File: config.mk
export PLATFORM = sky130hd
export DESIGN_NAME = cordic_arbiter
export DESIGN_NICKNAME = d
export VERILOG_FILES = /design/src/rtl/cordic_arbiter.sv
export SDC_FILE = /design/constraint.sdc
export NUM_CORES = 1
export LEC_CHECK = 0
export CAP_MARGIN = 20
export CORE_ASPECT_RATIO = 0.75
export CORE_MARGIN = 1
export CORE_UTILIZATION = 40
export DETAILED_ROUTE_END_ITERATION = 6
export PLACE_DENSITY_LB_ADDON = 0.25
export SYNTH_ARGS = -nofsm -noshare
export SYNTH_HDL_FRONTEND = slang
export SYNTH_SLANG_ARGS = --single-unit
File: constraint.sdc
create_clock -name clk_i -period 2.65 [get_ports clk_i]
set_clock_uncertainty 0.2 [all_clocks]
set_input_delay 0.3975 -clock clk_i [delete_from_list [all_inputs] [get_ports clk_i]]
set_output_delay 0.3975 -clock clk_i [all_outputs]
set_load 0.02 [all_outputs]
File: src/rtl/cordic_arbiter.sv
// cordic_arbiter: round-robin share of one iterative CORDIC engine between two
// angle requesters, with angle normalisation and a finished-pulse watchdog.
module cordic_arbiter #(
  parameter int ANGLE_W = 16,
  parameter int DATA_W  = 8,
  parameter int TIMEOUT = 31
) (
  input  logic                      clk_i,
  input  logic                      rst_ni,
  input  logic                      req0_i,
  input  logic                      req1_i,
  input  logic [ANGLE_W-1:0]        angle0_i,
  input  logic [ANGLE_W-1:0]        angle1_i,
  output logic                      ack0_o,
  output logic                      ack1_o,
  output logic                      rsp_valid_o,
  output logic                      rsp_id_o,
  output logic signed [DATA_W-1:0]  rsp_sin_o,
  output logic signed [DATA_W-1:0]  rsp_cos_o,
  output logic                      rsp_err_o,
  output logic                      busy_o,
  output logic                      cordic_start_o,
  output logic [ANGLE_W-1:0]        cordic_angle_o,
  input  logic                      cordic_finished_i,
  input  logic signed [DATA_W-1:0]  cordic_sin_i,
  input  logic signed [DATA_W-1:0]  cordic_cos_i
);
  localparam logic [1:0] S_IDLE  = 2'd0;
  localparam logic [1:0] S_ISSUE = 2'd1;
  localparam logic [1:0] S_WAIT  = 2'd2;
  localparam logic [1:0] S_DONE  = 2'd3;
  localparam logic [ANGLE_W-1:0] FULL = ANGLE_W'(36000);
  localparam logic [7:0] CNT_MAX = 8'(TIMEOUT - 1);

  logic [1:0]               state_q, state_d;
  logic                     owner_q, last_id_q, rsp_id_q, rsp_err_q;
  logic [7:0]               cnt_q;
  logic [ANGLE_W-1:0]       angle_q;
  logic signed [DATA_W-1:0] sin_q, cos_q;
  logic                     any, gnt1, expired, ending;
  logic [ANGLE_W-1:0]       ang_sel, ang_norm;

  // a tie goes to the requester that was not served last
  assign any      = req0_i | req1_i;
  assign gnt1     = req1_i & (~req0_i | ~last_id_q);
  assign ang_sel  = gnt1 ? angle1_i : angle0_i;
  assign ang_norm = (ang_sel >= FULL) ? ang_sel - FULL : ang_sel;
  assign expired  = cnt_q == CNT_MAX;
  assign ending   = (state_q == S_WAIT) & (cordic_finished_i | expired);

  always_comb begin
    state_d = (state_q == S_IDLE)  ? (any ? S_ISSUE : S_IDLE) :
              (state_q == S_ISSUE) ? S_WAIT :
              (state_q == S_WAIT)  ? (ending ? S_DONE : S_WAIT) : S_IDLE;
  end

  always_ff @(posedge clk_i or negedge rst_ni) begin
    if (!rst_ni) begin
      state_q   <= S_IDLE;
      owner_q   <= 1'b0;
      last_id_q <= 1'b1;
      rsp_id_q  <= 1'b0;
      rsp_err_q <= 1'b0;
      cnt_q     <= '0;
      angle_q   <= '0;
      sin_q     <= '0;
      cos_q     <= '0;
    end else begin
      state_q <= state_d;
      cnt_q   <= (state_q == S_WAIT) ? cnt_q + 8'd1 : '0;
      if (state_q == S_IDLE && any) begin
        owner_q <= gnt1;
        angle_q <= ang_norm;
      end
      // finished wins over the watchdog when both land in the same cycle
      if (ending) begin
        sin_q     <= cordic_finished_i ? cordic_sin_i : '0;
        cos_q     <= cordic_finished_i ? cordic_cos_i : '0;
        rsp_err_q <= ~cordic_finished_i;
        rsp_id_q  <= owner_q;
      end
      if (state_q == S_DONE) last_id_q <= owner_q;
    end
  end

  assign busy_o         = state_q != S_IDLE;
  assign cordic_start_o = (state_q == S_ISSUE) | (state_q == S_WAIT);
  assign cordic_angle_o = angle_q;
  assign rsp_valid_o    = state_q == S_DONE;
  assign ack0_o         = (state_q == S_DONE) & ~owner_q;
  assign ack1_o         = (state_q == S_DONE) & owner_q;
  assign rsp_id_o       = rsp_id_q;
  assign rsp_err_o      = rsp_err_q;
  assign rsp_sin_o      = sin_q;
  assign rsp_cos_o      = cos_q;
endmodule

=== Word-level counts from Yosys, hierarchy flattened ===
Index checks and enable logic that the tools add are counted.

* Add/sub/neg operators: 2
* Multiply operators: 0
* Div/mod/pow operators: 0
* $lt $le $gt $ge: 1
* Equality and inequality tests: 4
* Shifts and indexed selects: 0
* Multiplexer cells: 10
* Bitwise operators: 12
* Reductions and logical operators: 3

{| class="wikitable"
|+ Operator list
! cell !! number
|-
| 16-bit 2-to-1 mux || 2
|-
| 8-bit 2-to-1 mux || 3
|-
| 16-bit >= comparator, second input constant || 1
|-
| 16-bit subtractor, second input constant || 1
|-
| 8-bit by 1-bit adder with 8-bit output, second input constant || 1
|-
| 8-bit by 5-bit equality test with 1-bit output, second input constant || 1
|-
| 2-bit 2-to-1 mux || 3
|-
| 1-bit bitwise AND || 4
|-
| 2-bit equality test, second input constant || 2
|-
| 1-bit inverter || 4
|-
| 1-bit OR || 4
|-
| 2-bit by 1-bit equality test with 1-bit output, second input constant || 1
|-
| 2-bit logical NOT || 1
|-
| 1-bit 2-to-1 mux || 2
|-
| 2-bit nonzero test || 1
|-
| 1-bit logical AND || 1
|}

* Register bits after elaboration: 46
* Latch bits: 0
* Bits in writable memories: 0
* ROM bits: 0
* Input port bits: 53
* Output and inout bits: 39
* Logic and storage cells: 41
* Memories: 0

=== Logic depth before layout (Yosys ltp) ===
Gate-level depths: netlist (run 1).

* Word-level depth: 7
* Depth in mapped cells: 9
* Gate-level depth less buffers: 8

=== Worst setup path before layout (run 1) ===
OpenSTA, ideal clock, no wires.

* Path kind: register to register
* Start: reg last_id_q
* End: reg angle_q[11] (netlist: cordic_angle_o[11])
* Library setup time: 0.070 ns
* Data arrival time: 2.197 ns
* Required time: 2.380 ns
* Setup slack: 0.183 ns
* Cell stages (with the launch flop): 10
* Path buffers: 1
* Cells stage by stage: dfstp_2 -> a21bo_2 -> buf_2 -> mux2i_1 -> ha_1 -> nand2b_1 -> a21oi_1 -> a32o_1 -> a211o_1 -> nand3_1

* Cells in the longest elaborated chain, start to end: 6

{| class="wikitable"
|+ RTL lines
! what !! RTL line !! text
|-
| start: declaration || 36 || <nowiki>logic owner_q, last_id_q, rsp_id_q, rsp_err_q;</nowiki>
|-
| start signal: assignment || 82 || <nowiki>if (state_q == S_DONE) last_id_q <= owner_q;</nowiki>
|-
| 1-bit inverter * || 45 || <nowiki>assign gnt1 = req1_i & (~req0_i | ~last_id_q);</nowiki>
|-
| 1-bit OR * || 45 ||
|-
| 1-bit bitwise AND * || 45 ||
|-
| 16-bit 2-to-1 mux * || 46 || <nowiki>assign ang_sel = gnt1 ? angle1_i : angle0_i;</nowiki>
|-
| 16-bit subtractor / 16-bit >= comparator (equally long branches) || 47 || <nowiki>assign ang_norm = (ang_sel >= FULL) ? ang_sel - FULL : ang_sel;</nowiki>
|-
| 16-bit 2-to-1 mux * || 47 ||
|-
| end signal: assignment || 73 || <nowiki>angle_q <= ang_norm;</nowiki>
|-
| end: declaration || 38 || <nowiki>logic [ANGLE_W-1:0] angle_q;</nowiki>
|}

Every way passes the cells marked *; elsewhere a longest branch is shown, timed or not.
A chain may end at the register's enable or synchronous reset.

=== Worst setup path in the final report (run 1) ===
* Start: in req1_i
* End: reg angle_q[13] (netlist: cordic_angle_o[13])

* Cells in the longest elaborated chain, start to end: 4

{| class="wikitable"
|+ RTL lines
! what !! RTL line !! text
|-
| start: declaration || 11 || <nowiki>input logic req1_i,</nowiki>
|-
| 1-bit bitwise AND || 45 ||
|-
| 16-bit 2-to-1 mux || 46 ||
|-
| 16-bit subtractor / 16-bit >= comparator (equally long branches) || 47 ||
|-
| 16-bit 2-to-1 mux || 47 ||
|}

Parallel ways exist; a longest one is shown, timed or not.

==> flow_summary.toml, run 1 <==
[run_status]
status = "completed"

[critical_path]
cp.arrival_ns = 2.44
cp-end-kind = "register"
crit_fanout = 6
required_ns = 2.62
cp-start-kind = "input pin"
reg2reg_slack_ns = 0.22
path_class = "in2reg"

[routing]
wl_um = 6090
vias = 2201
via_per_inst = 5.27
drt_first_pass_iters = 4
wire_per_inst_um = 14.6
drtIter0Drc = 71
ant_nets = 0
drc_errors = 0

[timing]
worstMarginPinSlew_ns = 0.708
min_period_ns = 2.47
finalMaxSlewViolations = 0
grt_setup_unrepaired = "no"
post-route-worst-setup-slack_ns = 0.182
fmax_mhz = 405
relSlewSlack_pct = 52.7
final-hold-violation-count = 0
finalSetupViolCount = 0
min_period_over_period_pct = 93.1
hold_ws_ns = 0.283

[placement]
place_ws_ns = -0.134
io_buffer_count = 91
place_hpwl_um = 4740
place.gp.congestion = 0.893
postPlaceCellArea_mm2 = 0.00348

[clock_network]
cts_tree = "yes"
cts_root_buf = "clkbuf_8"
worstSkewPairLatency_ns = 0.30
cts_setup_buffers = 0
cts.sinks = 46
path_clk_slew_ns = 0.08
cts_buffers = 5
clock_path_buffers = 2
htree_levels = 2

[global_routing]
grt.overflow.total = 0
antenna_found_initial = 0
grt_pass1_wl_um = 9960
grt_use_total_pct = 20.5
first_global_vias = 2073
grt_max_degree = 25

[yosys]
synth_edf_count = 0
netlist_area_mm2 = 0.00239
yosysSeqAreaShare_pct = 48.1
avgSynthCellArea_um2 = 10.1
yosys_warnings = 0
synth_nets = 296
async_flop_share_pct = 100
ys.flop_type = "dfrtp_1"
synth_seq_cells = 46
ys_types = 46
postSynthCellCount = 236

[cells_and_area]
regArea_mm2 = 0.00115
nets = 402
stdcell_area_mm2 = 0.00360
num-fill-cells = 464
layout-drive-gt1-share_pct = 11.1
diodes = 0
syn_to_final_growth_pct = 50.5
multi_input_comb_area_mm2 = 0.00118

[die]
fp.dieW_um = 91.3
die-area_mm2 = 0.00630
start_util_pct = 43.1
ios = 92
die_h_um = 69.0
coreArea_mm2 = 0.00555
rows = 23

[pwr]
ir_drop_mv = 0.597
p_per_area_mw_per_mm2 = 983
p_leak_nw = 1.57

[job]
maxCapViolations = 0

[worst_hold_path]
hp-class = "reg2reg"
## critical path, cell delays in order
cell             delay (ns)
clkdlybuf4s50_1        0.47
a21bo_2                0.27
mux2i_1                0.21
ha_1                   0.30
nand2b_1               0.16
nand2_1                0.06
a221oi_1               0.32
a211o_1                0.17
nand3_1                0.07
## sequential cells by signal, summed over array words and instances (netlist names)
name,flops
cnt_q,8
cordic_angle_o,16
last_id_q,1
owner_q,1
rsp_cos_o,8
rsp_err_o,1
rsp_id_o,1
rsp_sin_o,8
state_q,2
## synthesized netlist by cell type (2+ instances only)
cell type	instances	area share, %
dfrtp_1	45	47
nand2_1	32	5.0
a22o_1	17	6.2
nor2_1	16	2.5
o21ai_0	14	2.9
and2_1	8	2.1
mux2i_1	8	3.3
ha_1	7	3.7
nand3_1	7	1.5
clkbuf_1	6	0.94
inv_1	6	0.94
a21oi_1	5	1.0
a31oi_1	5	1.3
xnor2_1	5	1.8
a211o_1	4	1.5
nor3_1	4	0.84
or3_1	4	1.0
mux2_2	3	1.4
nand4_1	3	0.78
nor2b_1	3	0.78
a211oi_1	2	0.63
a21boi_0	2	0.63
a32o_1	2	0.84
buf_2	2	0.42
nand2b_1	2	0.52
o21a_1	2	0.63
o311ai_0	2	0.73
o31ai_1	2	0.63
## layout make-up
| cell class | count | share of cell area, % |
|---|---|---|
| inverters | 6 | 0.625 |
| flip-flops and latches | 46 | 32.0 |
| multi-input cells | 175 | 32.9 |
| clock inverters | 3 | 1.22 |
| repair buffers | 108 | 28.8 |
| clock buffers | 5 | 1.91 |
| well taps | 75 | 2.61 |
## placed cells by master, fill, tap and decap left out, types with 3 or more instances in the layout
master,count
nand3_1,7
clkdlybuf4s50_1,90
or3_1,4
inv_1,6
xnor2_1,5
o21ai_0,14
a31oi_1,5
mux2_2,3
nor3_1,4
buf_4,16
nand4_1,3
nand2_1,32
ha_1,7
a22o_1,17
dfrtp_1,45
a21oi_1,5
nor2_1,15
nor2b_1,3
and2_1,8
mux2i_1,8
a211o_1,4
clkbuf_8,5
## power breakdown
group	internal [W]	switching (W)	total, W
sequential	0.000994	0.000177	0.00117
clock	0.000283	0.000242	0.000524
combinational	0.000920	0.000927	0.00185
## layer usage
layer  vias to the layer above  global-route usage, %  wire [µm]
met3                        10                   5.70        433
met2                        75                   32.1       2610
met1                      1052                   28.5       2980
li1                       1064                      -          -
met4                         0                   5.16         67
met5                         -                      0          0
## per-stage QoR
stage          TNS (ns)  cells  util [%]  power (W)
2_1_floorplan         0    236         -    0.00215
3_3_place_gp     -0.103    409      62.6    0.00301
3_5_place_dp     -0.279    409      62.6    0.00303
4_1_cts               0    418      64.9    0.00357
5_1_grt               0    418      64.9    0.00378
6_report              0    418      64.9    0.00354
## kinds of logic after synthesis
group	share of synthesized area [%]
multiplexers	5.38
AND/OR/NAND/NOR	17.3
AO/OA/AOI/OAI	20.9
flip-flops	48.1
adder cells (fa/ha/maj)	3.66
XOR/XNOR	2.20
buffers and inverters	2.46
## timing repair
item	in CTS	in global routing
hold endpoints to repair	19	0
resized for setup	1	0
hold buffers	1	0
endpoints found under the setup margin	1	0
## final timing paths
| path | cells past startpoint | from | to |
|---|---|---|---|
| min in group asynchronous | 2 | rst_ni | cordic_angle_o[15]$_DFFE_PN0P_ |
| max | 9 | req1_i | cordic_angle_o[13]$_DFFE_PN0P_ |
| max in group asynchronous | 3 | rst_ni | cordic_angle_o[13]$_DFFE_PN0P_ |
| min | 2 | cordic_angle_o[5]$_DFFE_PN0P_ | cordic_angle_o[5]$_DFFE_PN0P_ |
| max reg2reg | 8 | last_id_q$_DFFE_PN1P_ | cordic_angle_o[13]$_DFFE_PN0P_ |
| min reg2reg | 2 | cordic_angle_o[5]$_DFFE_PN0P_ | cordic_angle_o[5]$_DFFE_PN0P_ |
Power figures use the tool's default switching activity.
==> inputs of run 2 (changes only) <==
--- a/config.mk
+++ b/config.mk
@@ -8,9 +8,11 @@
 export CAP_MARGIN = 20
 export CORE_ASPECT_RATIO = 0.75
 export CORE_MARGIN = 1
-export CORE_UTILIZATION = 40
+export CORE_UTILIZATION = 30
 export DETAILED_ROUTE_END_ITERATION = 6
+export DONT_BUFFER_PORTS = 1
 export PLACE_DENSITY_LB_ADDON = 0.25
+export SETUP_SLACK_MARGIN = 0.15
 export SYNTH_ARGS = -nofsm -noshare
 export SYNTH_HDL_FRONTEND = slang
 export SYNTH_SLANG_ARGS = --single-unit
==> flow_summary.toml, run 2 (synthesized netlist as in run 1, its figures left out) <==
[die]
die-area_mm2 = 0.00834
fp.dieW_um = 105
ios = 92
rows = 27
start_util_pct = 31.8
die_h_um = 79.4
coreArea_mm2 = 0.00753

[timing]
fmax_mhz = 416
worstMarginPinSlew_ns = 0.664
finalSetupViolCount = 0
post-route-worst-setup-slack_ns = 0.247
finalMaxSlewViolations = 0
final-hold-violation-count = 0
min_period_over_period_pct = 90.7
min_period_ns = 2.40
relSlewSlack_pct = 55.5
grt_setup_unrepaired = "no"
tns_ns = 0

[critical_path]
cp-end-kind = "register"
path_class = "reg2reg"
cp-start-kind = "register"
cp.arrival_ns = 2.44
crit_chain = "a21bo_4 -> mux2i_4 -> ha_2 -> o21ai_0 -> a32o_1 -> a211o_1 -> nand3_1"
cp_slowest_stage_delay_ns = 0.57
crit_fanout = 5
cp_slowest_cell = "dfstp_2"
reg2reg_from = "last_id_q$_DFFE_PN1P_"
crit_start = "last_id_q$_DFFE_PN1P_"
required_ns = 2.68

[placement]
place_hpwl_um = 4160
io_buffer_count = 0
place.gp.congestion = 0.815
place_ws_ns = 0.125

[clock_network]
cts_buffers = 5
htree_levels = 2
worstSkewPairLatency_ns = 0.30
cts.sinks = 46
path_clk_slew_ns = 0.09
cts_root_buf = "clkbuf_8"
cts_tree = "yes"
clock_path_buffers = 2

[routing]
drt_first_pass_iters = 5
drtIter0Drc = 70
wl_um = 5590
ant_nets = 0
via_per_inst = 5.14
vias = 1793
drc_errors = 0
wire_per_inst_um = 16.0

[cells_and_area]
final_cell_mix = "dfrtp_1, nand2_1, a22o_1, nor2_1, o21ai_0"
diodes = 0
regArea_mm2 = 0.00115
layout-drive-gt1-share_pct = 14.5
largest_reg_flops = 16
num-fill-cells = 761
nets = 307
syn_to_final_growth_pct = 13.9
final_common_cell = "dfrtp_1"
multi_input_comb_area_mm2 = 0.00121

[global_routing]
grt_pass1_wl_um = 9020
antenna_found_initial = 0
first_global_vias = 1734
grt.overflow.total = 0
grt_max_degree = 47
grt_use_total_pct = 13.9

[worst_hold_path]
hp-class = "in2reg"
hold_path.startpoint = "cordic_cos_i[0]"

[pwr]
p_leak_nw = 1.20
ir_drop_mv = 0.522
p_per_area_mw_per_mm2 = 1050

[job]
maxCapViolations = 0

[run_status]
status = "completed"
[run 2: what timing repair did]
item,4_1_cts,5_1_grt
resized for setup,2,4
setup buffers,0,1
endpoints found under the setup margin,2,3
hold buffers,2,0
hold endpoints to repair,46,0
[run 2: power by group]
part	total [W]	switching (W)	leakage (nW)	internal, W
Sequential	0.00150	0.000508	0.575	0.000992
Clock	0.000430	0.000244	0.0483	0.000186
Combinational	0.000941	0.000515	0.573	0.000426
[run 2: layout make-up]
class                      instances  area share, %
multi-input combinational        175           44.5
sequential                        46           42.3
clock buffer                       5           2.52
timing repair buffer              13           4.54
inverter                           6          0.826
tap                              101           4.64
clock inverter                     3          0.688
[run 2: final timing paths]
check	end	slack (ns)	depth (start not counted)
setup / recovery	cordic_angle_o[11]$_DFFE_PN0P_	0.25	7
hold / removal	rsp_cos_o[0]$_DFFE_PN0P_	0.03	1
setup reg to reg	cordic_angle_o[11]$_DFFE_PN0P_	0.25	7
hold reg to reg	cnt_q[0]$_DFF_PN0_	0.29	1
max in group asynchronous	last_id_q$_DFFE_PN1P_	1.59	2
min in group asynchronous	state_q[1]$_DFF_PN0_	0.41	2
[run 2: layer usage]
metal / up-vias / global-route usage, % / share of wire (%)
met2: 65 / 19.9 / 41
li1: 877 / - / -
met4: 0 / 3.52 / 0.61
met5: - / 0 / 0
met3: 5 / 4.19 / 7.7
met1: 846 / 20.2 / 51
[run 2: through the flow]
| stage | instances | total power [W] | hold WS (ns) | area, µm² | utilization (%) |
|---|---|---|---|---|---|
| finish | 349 | 0.00287 | 0.0322 | 2730 | 36.2 |
| CTS | 348 | 0.00289 | 0.0214 | 2690 | 35.8 |
| global route | 349 | 0.00309 | 0.0192 | 2730 | 36.2 |
| floorplan | 236 | 0.00215 | -0.0981 | 2390 | - |
| global placement | 337 | 0.00240 | -0.0971 | 2550 | 33.9 |
| detailed placement | 338 | 0.00243 | -0.0967 | 2560 | 34.0 |
[run 2: worst max-delay path, delay by kind of cell, from the launching register on]
kind	cells	cell delay (ns)
simple gates	1	0.08
flops	1	0.57
mux	1	0.26
fa+ha+maj	1	0.25
compound gates	4	0.97
==> inputs of run 3 (changes only) <==
--- a/config.mk
+++ b/config.mk
@@ -13,6 +13,7 @@
 export DONT_BUFFER_PORTS = 1
 export PLACE_DENSITY_LB_ADDON = 0.25
 export SETUP_SLACK_MARGIN = 0.15
+export SKIP_CTS_REPAIR_TIMING = 1
 export SYNTH_ARGS = -nofsm -noshare
 export SYNTH_HDL_FRONTEND = slang
 export SYNTH_SLANG_ARGS = --single-unit
==> flow_summary.toml, run 3 (synthesized netlist as in run 1, its figures left out) <==
[pwr]
p_per_area_mw_per_mm2 = 1050
combPwrFrac_pct = 32.7
p_leak_nw = 1.20
intPower_w = 0.00160
seqPwrFrac_pct = 52.2
switching_share_pct = 44.2
switchingPower_w = 0.00127
ir_drop_mv = 0.522
p_clk_share_pct = 15.1

[timing]
tns_ns = 0
min_period_over_period_pct = 90.9
post-route-worst-setup-slack_ns = 0.240
grt_setup_unrepaired = "no"
min_period_ns = 2.41
worstMarginPinSlew_ns = 0.655
finalSetupViolCount = 0
final-hold-violation-count = 0
hold_ws_ns = 0.0325
fmax_mhz = 415
finalMaxSlewViolations = 0
relSlewSlack_pct = 56.2

[routing]
drc_errors = 0
wire_per_inst_um = 16.0
via_per_inst = 5.14
ant_nets = 0
wl_um = 5590
drt_first_pass_iters = 4
drtIter0Drc = 82
vias = 1793

[critical_path]
path_buf_inv = 0
critical_path.endpoint = "cordic_angle_o[11]$_DFFE_PN0P_"
required_ns = 2.68
crit_fanout = 5
rr_worst_depth = 7
cp.depth = 7
crit_chain = "a21bo_4 -> mux2i_4 -> ha_2 -> o21ai_0 -> a32o_1 -> a211o_1 -> nand3_1"
reg2reg_from = "last_id_q$_DFFE_PN1P_"
reg2reg_slack_ns = 0.24
cp_slowest_stage_delay_ns = 0.57
cp_slowest_cell = "dfstp_2"
r2r-end = "cordic_angle_o[11]$_DFFE_PN0P_"
cp-end-kind = "register"
cpLargestDelayFamily = "compound AO/OA/AOI/OAI gates"
cp-start-kind = "register"
crit_start = "last_id_q$_DFFE_PN1P_"
cp.arrival_ns = 2.44
path_class = "reg2reg"

[die]
coreArea_mm2 = 0.00753
die_h_um = 79.4
start_util_pct = 31.8
ios = 92
die-area_mm2 = 0.00834
fp.dieW_um = 105
rows = 27

[cells_and_area]
layout-drive-gt1-share_pct = 14.5
final_cell_mix = "dfrtp_1, nand2_1, a22o_1, nor2_1, o21ai_0"
num-fill-cells = 761
diodes = 0
nets = 307
largest_reg_flops = 16
final_common_cell = "dfrtp_1"
syn_to_final_growth_pct = 13.9

[placement]
io_buffer_count = 0
place_ws_ns = 0.125
place_hpwl_um = 4160
place.gp.congestion = 0.815

[clock_network]
cts_root_buf = "clkbuf_8"
cts_buffers = 5
clock_path_buffers = 2
cts_tree = "yes"
path_clk_slew_ns = 0.10
htree_levels = 2
cts.sinks = 46
worstSkewPairLatency_ns = 0.30

[job]
maxCapViolations = 0

[global_routing]
first_global_vias = 1736
antenna_found_initial = 0
grt.overflow.total = 0
grt_max_degree = 47
grt_pass1_wl_um = 8970
grt_use_total_pct = 13.9

[worst_hold_path]
hp-class = "in2reg"

[run_status]
status = "completed"
==> run 3: cell counts in the layout (fill, tap and decap cells not counted) <==
Identical to the previous run, type by type.
==> run 3: area by class of cell <==
cell class / instances / area [µm²] / share of cell area [%]
multi-input combinational: 175 / 1210 / 44.5
sequential: 46 / 1150 / 42.3
tap: 101 / 126 / 4.64
timing repair buffer: 13 / 124 / 4.54
clock buffer: 5 / 68.8 / 2.52
inverter: 6 / 22.5 / 0.826
clock inverter: 3 / 18.8 / 0.688
==> run 3: worst register-to-register path, cell delays in order (launching register included) <==
cell     delay, ns
dfstp_2       0.57
a21bo_4       0.18
mux2i_4       0.26
ha_2          0.25
o21ai_0       0.17
a32o_1        0.34
a211o_1       0.29
nand3_1       0.08
==> run 3: power by group through the flow <==
stage,Sequential [W],Combinational (W),Clock [W]
global placement,0.00151,0.000890,0
detailed placement,0.00151,0.000922,0
CTS,0.00150,0.000917,0.000450
floorplan,0.00145,0.000702,0
global route,0.00153,0.00107,0.000481
finish,0.00150,0.000940,0.000433
==> run 3: how the worst min path moves through the flow <==
stage | startpoint | endpoint | slack, ns | cells past startpoint
detailed placement | rst_ni | cordic_angle_o[4]$_DFFE_PN0P_ | -0.1 | 0
global route | cordic_cos_i[0] | rsp_cos_o[0]$_DFFE_PN0P_ | 0.02 | 1
CTS | rst_ni | state_q[0]$_DFF_PN0_ | -0.43 | 0
global placement | rst_ni | cordic_angle_o[4]$_DFFE_PN0P_ | -0.1 | 0
floorplan | rst_ni | cnt_q[0]$_DFF_PN0_ | -0.1 | 0
finish | cordic_cos_i[0] | rsp_cos_o[0]$_DFFE_PN0P_ | 0.03 | 1
==> run 3: per-stage QoR <==
stage          power (W)  area [µm²]  util, %  std cells
2_1_floorplan    0.00215        2390        -        236
3_3_place_gp     0.00240        2550     33.9        337
3_5_place_dp     0.00243        2560     34.0        338
4_1_cts          0.00287        2650     35.2        346
5_1_grt          0.00309        2730     36.2        349
6_report         0.00287        2730     36.2        349
==> run 3: layer usage <==
layer / up-vias / track usage (%) / part of all wire [%]
li1: 877 / - / -
met1: 851 / 20.1 / 51
met2: 60 / 19.9 / 41
met3: 5 / 4.19 / 7.0
met4: 0 / 3.52 / 0.61
met5: - / 0 / 0
